===== src/rtl/l1_mem_port_arbiter_pkg.sv =====
// Shared constants and types for the L1 memory port arbiter.
// Build option: MIST1032ISA_MEM_ARB_DATA_PRIORITY_EN (IDLE ties always go to DATA).
package l1_mem_port_arbiter_pkg;

  localparam logic [1:0] ST_IDLE     = 2'd0;
  localparam logic [1:0] ST_OWN_INST = 2'd1;
  localparam logic [1:0] ST_OWN_DATA = 2'd2;

  localparam logic TAG_INST = 1'b0;
  localparam logic TAG_DATA = 1'b1;

  localparam int FIFO_DEPTH  = 16;
  localparam int FIFO_AW     = 4;
  localparam int BURST_LIMIT = 8;

  localparam logic [FIFO_AW:0] FIFO_FULL_CNT = 5'd16;
  localparam logic [2:0]       BURST_LAST    = 3'd7;

  typedef struct packed {
    logic [1:0]  order;
    logic [3:0]  mask;
    logic        rw;
    logic [13:0] asid;
    logic [1:0]  mmumod;
    logic [2:0]  mmups;
    logic [31:0] pdt;
    logic [31:0] addr;
    logic [31:0] data;
  } mem_req_t;

  function automatic logic [1:0] owner_state(input logic tag);
    return (tag == TAG_DATA) ? ST_OWN_DATA : ST_OWN_INST;
  endfunction

endpackage


===== src/rtl/l1_mem_port_arbiter_tag_fifo.sv =====
// 16x1 tag FIFO recording which requester owns each outstanding memory beat.
// A push while full is taken only when a pop happens in the same cycle.
module mem_arb_tag_fifo
  import l1_mem_port_arbiter_pkg::*;
(
  input  logic iCLOCK,
  input  logic inRESET,
  input  logic push,
  input  logic push_tag,
  input  logic pop,
  output logic full,
  output logic empty,
  output logic head
);

  logic [FIFO_DEPTH-1:0] tag_mem_reg;
  logic [FIFO_AW-1:0]    wr_ptr_reg;
  logic [FIFO_AW-1:0]    rd_ptr_reg;
  logic [FIFO_AW:0]      count_reg;
  logic                  push_ok;
  logic                  pop_ok;

  assign full    = (count_reg == FIFO_FULL_CNT);
  assign empty   = (count_reg == 5'd0);
  assign head    = tag_mem_reg[rd_ptr_reg];
  assign pop_ok  = pop && !empty;
  assign push_ok = push && (!full || pop_ok);

  // Storage needs no reset: entries are only read while counted as valid.
  always_ff @(posedge iCLOCK) begin
    if (push_ok) begin
      tag_mem_reg[wr_ptr_reg] <= push_tag;
    end
  end

  always_ff @(posedge iCLOCK or negedge inRESET) begin
    if (!inRESET) begin
      wr_ptr_reg <= 4'd0;
      rd_ptr_reg <= 4'd0;
      count_reg  <= 5'd0;
    end else begin
      if (push_ok) begin
        wr_ptr_reg <= wr_ptr_reg + 4'd1;
      end
      if (pop_ok) begin
        rd_ptr_reg <= rd_ptr_reg + 4'd1;
      end
      case ({push_ok, pop_ok})
        2'b10:   count_reg <= count_reg + 5'd1;
        2'b01:   count_reg <= count_reg - 5'd1;
        default: count_reg <= count_reg;
      endcase
    end
  end

endmodule


===== src/rtl/l1_mem_port_arbiter.sv =====
// Two-requester (INST/DATA) arbiter for one shared memory port with 8-beat bursts
// and in-order response routing. Build option: MIST1032ISA_MEM_ARB_DATA_PRIORITY_EN.
module l1_mem_port_arbiter
  import l1_mem_port_arbiter_pkg::*;
(
  input  logic        iCLOCK,
  input  logic        inRESET,
  input  logic        iINST_REQ,
  output logic        oINST_LOCK,
  input  logic [1:0]  iINST_ORDER,
  input  logic [3:0]  iINST_MASK,
  input  logic        iINST_RW,
  input  logic [13:0] iINST_ASID,
  input  logic [1:0]  iINST_MMUMOD,
  input  logic [2:0]  iINST_MMUPS,
  input  logic [31:0] iINST_PDT,
  input  logic [31:0] iINST_ADDR,
  input  logic [31:0] iINST_DATA,
  output logic        oINST_VALID,
  output logic [23:0] oINST_MMU_FLAGS,
  output logic [63:0] oINST_RDATA,
  input  logic        iDATA_REQ,
  output logic        oDATA_LOCK,
  input  logic [1:0]  iDATA_ORDER,
  input  logic [3:0]  iDATA_MASK,
  input  logic        iDATA_RW,
  input  logic [13:0] iDATA_ASID,
  input  logic [1:0]  iDATA_MMUMOD,
  input  logic [2:0]  iDATA_MMUPS,
  input  logic [31:0] iDATA_PDT,
  input  logic [31:0] iDATA_ADDR,
  input  logic [31:0] iDATA_DATA,
  output logic        oDATA_VALID,
  output logic [23:0] oDATA_MMU_FLAGS,
  output logic [63:0] oDATA_RDATA,
  output logic        oMEM_REQ,
  input  logic        iMEM_LOCK,
  output logic [1:0]  oMEM_ORDER,
  output logic [3:0]  oMEM_MASK,
  output logic        oMEM_RW,
  output logic [13:0] oMEM_ASID,
  output logic [1:0]  oMEM_MMUMOD,
  output logic [2:0]  oMEM_MMUPS,
  output logic [31:0] oMEM_PDT,
  output logic [31:0] oMEM_ADDR,
  output logic [31:0] oMEM_DATA,
  input  logic        iMEM_VALID,
  input  logic [23:0] iMEM_MMU_FLAGS,
  input  logic [63:0] iMEM_DATA,
  output logic        oARB_ERR
);

  logic [1:0] state_reg;
  logic [1:0] state_next;
  logic [2:0] burst_cnt_reg;
  logic [2:0] burst_cnt_next;
  logic       last_served_reg;
  logic       last_served_next;
  logic       arb_err_reg;

  logic       tie_tag;
  logic       grant_valid;
  logic       grant_tag;
  logic       granted_req;
  logic       other_req;
  logic       push_room;
  logic       mem_req;
  logic       accept;
  logic       fifo_full;
  logic       fifo_empty;
  logic       fifo_head;
  logic       fifo_pop;
  logic [1:0] grant_vec;
  logic [1:0] lock_vec;
  logic [1:0] valid_vec;
  mem_req_t   inst_fields;
  mem_req_t   data_fields;
  mem_req_t   sel_fields;

`ifdef MIST1032ISA_MEM_ARB_DATA_PRIORITY_EN
  assign tie_tag = TAG_DATA;
`else
  assign tie_tag = ~last_served_reg;
`endif

  always_comb begin
    grant_valid = 1'b0;
    grant_tag   = TAG_INST;
    case (state_reg)
      ST_OWN_INST: begin
        grant_valid = 1'b1;
        grant_tag   = TAG_INST;
      end
      ST_OWN_DATA: begin
        grant_valid = 1'b1;
        grant_tag   = TAG_DATA;
      end
      default: begin
        if (iINST_REQ && iDATA_REQ) begin
          grant_valid = 1'b1;
          grant_tag   = tie_tag;
        end else if (iINST_REQ) begin
          grant_valid = 1'b1;
          grant_tag   = TAG_INST;
        end else if (iDATA_REQ) begin
          grant_valid = 1'b1;
          grant_tag   = TAG_DATA;
        end
      end
    endcase
  end

  assign granted_req = (grant_tag == TAG_DATA) ? iDATA_REQ : iINST_REQ;
  assign other_req   = (grant_tag == TAG_DATA) ? iINST_REQ : iDATA_REQ;
  assign fifo_pop    = iMEM_VALID && !fifo_empty;
  // A full FIFO still takes a beat when a response frees a slot this cycle.
  assign push_room   = !fifo_full || fifo_pop;
  assign mem_req     = inRESET && grant_valid && granted_req && push_room;
  assign accept      = mem_req && !iMEM_LOCK;
  assign grant_vec   = {grant_valid && (grant_tag == TAG_DATA),
                        grant_valid && (grant_tag == TAG_INST)};

  always_comb begin
    state_next       = state_reg;
    burst_cnt_next   = burst_cnt_reg;
    last_served_next = last_served_reg;
    case (state_reg)
      ST_IDLE: begin
        if (accept) begin
          state_next     = owner_state(grant_tag);
          burst_cnt_next = 3'd1;
        end
      end
      ST_OWN_INST, ST_OWN_DATA: begin
        if (!granted_req) begin
          state_next       = ST_IDLE;
          burst_cnt_next   = 3'd0;
          last_served_next = grant_tag;
        end else if (accept) begin
          // Counter wraps to 0 on the 8th beat; ownership only yields if contended.
          burst_cnt_next = burst_cnt_reg + 3'd1;
          if ((burst_cnt_reg == BURST_LAST) && other_req) begin
            state_next       = ST_IDLE;
            burst_cnt_next   = 3'd0;
            last_served_next = grant_tag;
          end
        end
      end
      default: begin
        state_next     = ST_IDLE;
        burst_cnt_next = 3'd0;
      end
    endcase
  end

  always_ff @(posedge iCLOCK or negedge inRESET) begin
    if (!inRESET) begin
      state_reg       <= ST_IDLE;
      burst_cnt_reg   <= 3'd0;
      last_served_reg <= TAG_INST;
      arb_err_reg     <= 1'b0;
    end else begin
      state_reg       <= state_next;
      burst_cnt_reg   <= burst_cnt_next;
      last_served_reg <= last_served_next;
      if (iMEM_VALID && fifo_empty) begin
        arb_err_reg <= 1'b1;
      end
    end
  end

  mem_arb_tag_fifo u_tag_fifo (
    .iCLOCK   (iCLOCK),
    .inRESET  (inRESET),
    .push     (accept),
    .push_tag (grant_tag),
    .pop      (iMEM_VALID),
    .full     (fifo_full),
    .empty    (fifo_empty),
    .head     (fifo_head)
  );

  for (genvar gi = 0; gi < 2; gi++) begin : g_port
    assign lock_vec[gi]  = !inRESET || iMEM_LOCK || !grant_vec[gi] || !push_room;
    assign valid_vec[gi] = inRESET && fifo_pop && (fifo_head == 1'(gi));
  end

  assign inst_fields = '{order: iINST_ORDER, mask: iINST_MASK, rw: iINST_RW,
                         asid: iINST_ASID, mmumod: iINST_MMUMOD, mmups: iINST_MMUPS,
                         pdt: iINST_PDT, addr: iINST_ADDR, data: iINST_DATA};
  assign data_fields = '{order: iDATA_ORDER, mask: iDATA_MASK, rw: iDATA_RW,
                         asid: iDATA_ASID, mmumod: iDATA_MMUMOD, mmups: iDATA_MMUPS,
                         pdt: iDATA_PDT, addr: iDATA_ADDR, data: iDATA_DATA};
  assign sel_fields  = (grant_tag == TAG_DATA) ? data_fields : inst_fields;

  assign oMEM_REQ    = mem_req;
  assign oMEM_ORDER  = sel_fields.order;
  assign oMEM_MASK   = sel_fields.mask;
  assign oMEM_RW     = sel_fields.rw;
  assign oMEM_ASID   = sel_fields.asid;
  assign oMEM_MMUMOD = sel_fields.mmumod;
  assign oMEM_MMUPS  = sel_fields.mmups;
  assign oMEM_PDT    = sel_fields.pdt;
  assign oMEM_ADDR   = sel_fields.addr;
  assign oMEM_DATA   = sel_fields.data;

  assign oINST_LOCK      = lock_vec[0];
  assign oDATA_LOCK      = lock_vec[1];
  assign oINST_VALID     = valid_vec[0];
  assign oDATA_VALID     = valid_vec[1];
  assign oINST_RDATA     = iMEM_DATA;
  assign oDATA_RDATA     = iMEM_DATA;
  assign oINST_MMU_FLAGS = iMEM_MMU_FLAGS;
  assign oDATA_MMU_FLAGS = iMEM_MMU_FLAGS;
  assign oARB_ERR        = arb_err_reg;

endmodule


===== config.mk =====
export PLATFORM = sky130hd
export DESIGN_NAME = l1_mem_port_arbiter
export DESIGN_NICKNAME = d
export VERILOG_FILES = /design/src/rtl/l1_mem_port_arbiter_pkg.sv /design/src/rtl/l1_mem_port_arbiter_tag_fifo.sv /design/src/rtl/l1_mem_port_arbiter.sv
export SDC_FILE = /design/constraint.sdc
export NUM_CORES = 1
export LEC_CHECK = 0
export ABC_AREA = 1
export CAP_MARGIN = 10
export CORE_AREA = 2 2 250 252
export CTS_CLUSTER_SIZE = 40
export DETAILED_ROUTE_END_ITERATION = 6
export DIE_AREA = 0 0 252 254
export GPL_TIMING_DRIVEN = 1
export MAX_ROUTING_LAYER = met4
export PLACE_DENSITY = 0.42
export SLEW_MARGIN = 20
export SYNTH_ARGS = -nofsm -noshare
export SYNTH_HDL_FRONTEND = slang
export SYNTH_HIERARCHICAL = 1
export SYNTH_SLANG_ARGS = --single-unit

===== constraint.sdc =====
create_clock -name iCLOCK -period 7.19 [get_ports iCLOCK]
set_input_delay 1.0785 -clock iCLOCK [delete_from_list [all_inputs] [get_ports iCLOCK]]
set_output_delay 1.0785 -clock iCLOCK [all_outputs]
set_load 0.01 [all_outputs]

==> key figures <==
CTS
  • Skew-Pair Late Insertion Delay: 0.27 ns
  • Post CTS Setup Buffer Count: 0
  • Clock slew at reported path FFs: 0.05 ns
  • Hold-fix buffer count after cts: 0
  • Buffers from clock root to sink, at most: 2
  • Library cell used as clock root buffer: clkbuf_16
  • Number of clock buffers inserted by TritonCTS: 5
  • TritonCTS clock tree: yes
  • Total number of clock tree sinks: 36
  • Number of H-tree levels: 2
  • Count of cells resized by post-cts repair: 0

Synth
  • Post-Syn Nets: 1208
  • Cell accounting for the most synthesized area: nand2_1
  • Number of cells produced by synthesis: 854
  • Share of the synthesized area in the top cell type: 32.8%
  • Mean cell area of the mapped netlist: around 6 sq um
  • Register bit total from synthesis: 36
  • Post-synthesis cell type count: 32
  • Most used DFF post-synth: dfrtp_1
  • Sequential element share of the synthesized area: 19.2%
  • Warning count from the yosys run: 6
  • Combined area of all synthesized cells: 5110 sq um
  • Async set or reset register ratio after synthesis: 55.6%
  • Number of flops mapped to enable cells by yosys: 16
  • Largest cells by area after synthesis: nand2_1, buf_4, dfrtp_1, edfxtp_1, ha_1

Setup path
  • Reg-to-Reg End: u_tag_fifo/count_reg[4]
  • Maximum net fanout on the critical path: 45
  • R2R Setup Slk: 3.33 ns
  • WS Path Type: in2out
  • Worst endpoint required time: between 6 and 7 ns
  • Worst endpoint data arrival time: 3.82 ns
  • Reg2reg start: state_reg[0]
  • Crit path launch type: input port
  • Element type at the critical path end: primary output
  • Reg2Reg Depth: 18

Routing
  • Vias: 5640
  • Average wire per cell in the routed design: around 16 um
  • DRC: 0
  • Vias per inst: about 3.1
  • Count of nets left with antenna violations after detail routing: 0
  • First-pass detailed-route iteration total: 5
  • Final wirelength: 28400 um
  • First DRT Iteration DRCs: roughly 260

Final layout
  • Layout Nets: 1388
  • Fraction of layout instances using a drive strength above 1: 2.90%
  • Flip-flop count of the largest register, all copies and words added: 16
  • Share of the core filled with cells: 14.0%
  • Synth-to-Final Area Change: 67.6%
  • Commonest cells after routing, fill and taps aside: nand2_1, clkdlybuf4s50_1, inv_1
  • Count of placed standard cells in the final layout, fillers left out: 1828
  • Most common cell after layout, fill and taps aside: nand2_1

Timing
  • Final cycle utilization of the critical path: 68.1%
  • Setup-violating endpoint count in the final report: 0
  • Total negative slack for setup checks: 0 ns
  • Headroom to the max-slew limit: 55.4%
  • Maximum clock frequency: roughly 0.2 GHz
  • Worst setup skew after layout: between 0.006 and 0.007 ns
  • Shortest period the worst path allows: a little under 5 ns
  • Setup repair after global routing missed its margin: false
  • Pins Over Slew Limit: 0
  • Final hold viol count: 0
  • Least-Margin Pin Slew: 0.668 ns

Global route
  • Global-route wire length before repair: 38800 um
  • Initial antenna violation count: 8
  • Maximum number of pins on one net before global-route repair: roughly 130
  • GR Overflow Total: 0
  • Via count of the first global-routing pass: 5807
  • Global routing usage summed across all routing layers: under 10%

Placement
  • Placed cell count: 1817
  • Routability congestion estimate: 0.780
  • Count of buffers from port buffering: 377
  • Estimated wirelength of the detail-placed design: between 20000 and 25000 um

Hold path
  • Worst min-delay path class: reg2reg
  • Number of cells on the worst hold path: 1
  • Hold worst-path end: oARB_ERR
  • Startpoint of the tightest hold check path: oARB_ERR

Power and ir drop
  • Leak pwr: approximately 3.8 nW
  • Power per unit of standard cell area: between 300 and 400 nW/um^2
  • Worst IR drop on VDD: 0.000237 V

Floorplanning
  • Boundary pin count: 642
  • Std cell rows: 91
  • Overall die area: 64000 sq um
  • Initial Utilization: roughly 8.3%
  • Vertical extent of the die: 254 um
  • DIE WIDTH: 252 um
  • Core region area: a little over 60000 sq um

Job
  • Total of max-cap violations: 0

Status
  • Status: completed
## cells in the mapped netlist (3+ instances only)
cell / count
nand2_2: 8
o21ai_1: 5
clkbuf_1: 7
xor2_1: 3
inv_2: 3
nand4_1: 7
dfrtp_1: 20
nor3_1: 16
edfxtp_1: 16
nand2_1: 447
ha_1: 15
nand3_1: 25
o21ai_0: 4
buf_2: 21
buf_4: 177
nor2_1: 14
inv_1: 46
## layer usage
| metal | GRT usage, % | vias to the layer above | wire (um) |
|---|---|---|---|
| li1 | - | 2771 | - |
| met1 | 9.86 | 2435 | 11300 |
| met2 | 13.7 | 397 | 13400 |
| met3 | 3.69 | 37 | 3030 |
| met4 | 2.13 | 0 | 717 |
| met5 | - | - | 0 |
## layout make-up
| class | count | area (sq um) |
|---|---|---|
| diodes | 3 | 7.51 |
| clock buffers | 7 | 133 |
| clock inverters | 1 | 5.00 |
| fillers | 7125 | 52700 |
| inverters | 50 | 190 |
| multi-input cells | 560 | 2450 |
| flip-flops and latches | 36 | 981 |
| well taps | 790 | 988 |
| repair buffers | 381 | 3820 |
## critical path, stage by stage
cell,delay (ns)
clkdlybuf4s50_1,0.52
inv_1,0.07
nand2_1,0.16
nand3_4,0.13
inv_4,0.31
buf_4,0.59
nand2_1,0.12
nand2_1,0.09
clkdlybuf4s50_1,0.67
## where the power goes
part / switching (mW) / internal [mW] / total, mW
clock: 0.0748 / 0.128 / 0.203
sequential: 0.0679 / 0.293 / 0.361
combinational: 1.58 / 1.28 / 2.86
## how the worst max path moves through the flow
stage | from | endpoint | slack, ns
floorplan | iDATA_REQ | u_tag_fifo/count_reg[4] | 4.04
global placement | iDATA_REQ | oMEM_PDT[1] | 2.17
detailed placement | iDATA_REQ | oMEM_PDT[1] | 2.17
CTS | iDATA_REQ | oMEM_PDT[1] | 2.17
global route | iDATA_REQ | oMEM_PDT[1] | 2.09
finish | iDATA_REQ | oMEM_PDT[1] | 2.29
## kinds of logic (layout without fill, tap and decap cells)
family	Yosys count	count (layout)	share of synthesized area, %
other	0	3	0
AO/OA/AOI/OAI	12	12	1.22
XOR/XNOR	5	5	0.857
flip-flops	36	36	19.2
buffers and inverters	258	439	33.0
AND/OR/NAND/NOR	527	527	41.7
adder cells (fa/ha/maj)	16	16	4.06
## through the flow
stage / setup slack [ns] / power [mW] / hold WS (ns) / area [sq um]
global route: 2.09 / 3.75 / 0.495 / 8570
detailed placement: 2.17 / 3.30 / 0.466 / 8430
global placement: 2.17 / 3.30 / 0.444 / 8420
floorplan: 4.04 / 1.83 / 0.448 / 5110
finish: 2.29 / 3.43 / 0.476 / 8570
CTS: 2.17 / 3.53 / 0.478 / 8560
(Power assumes the default switching activity.)
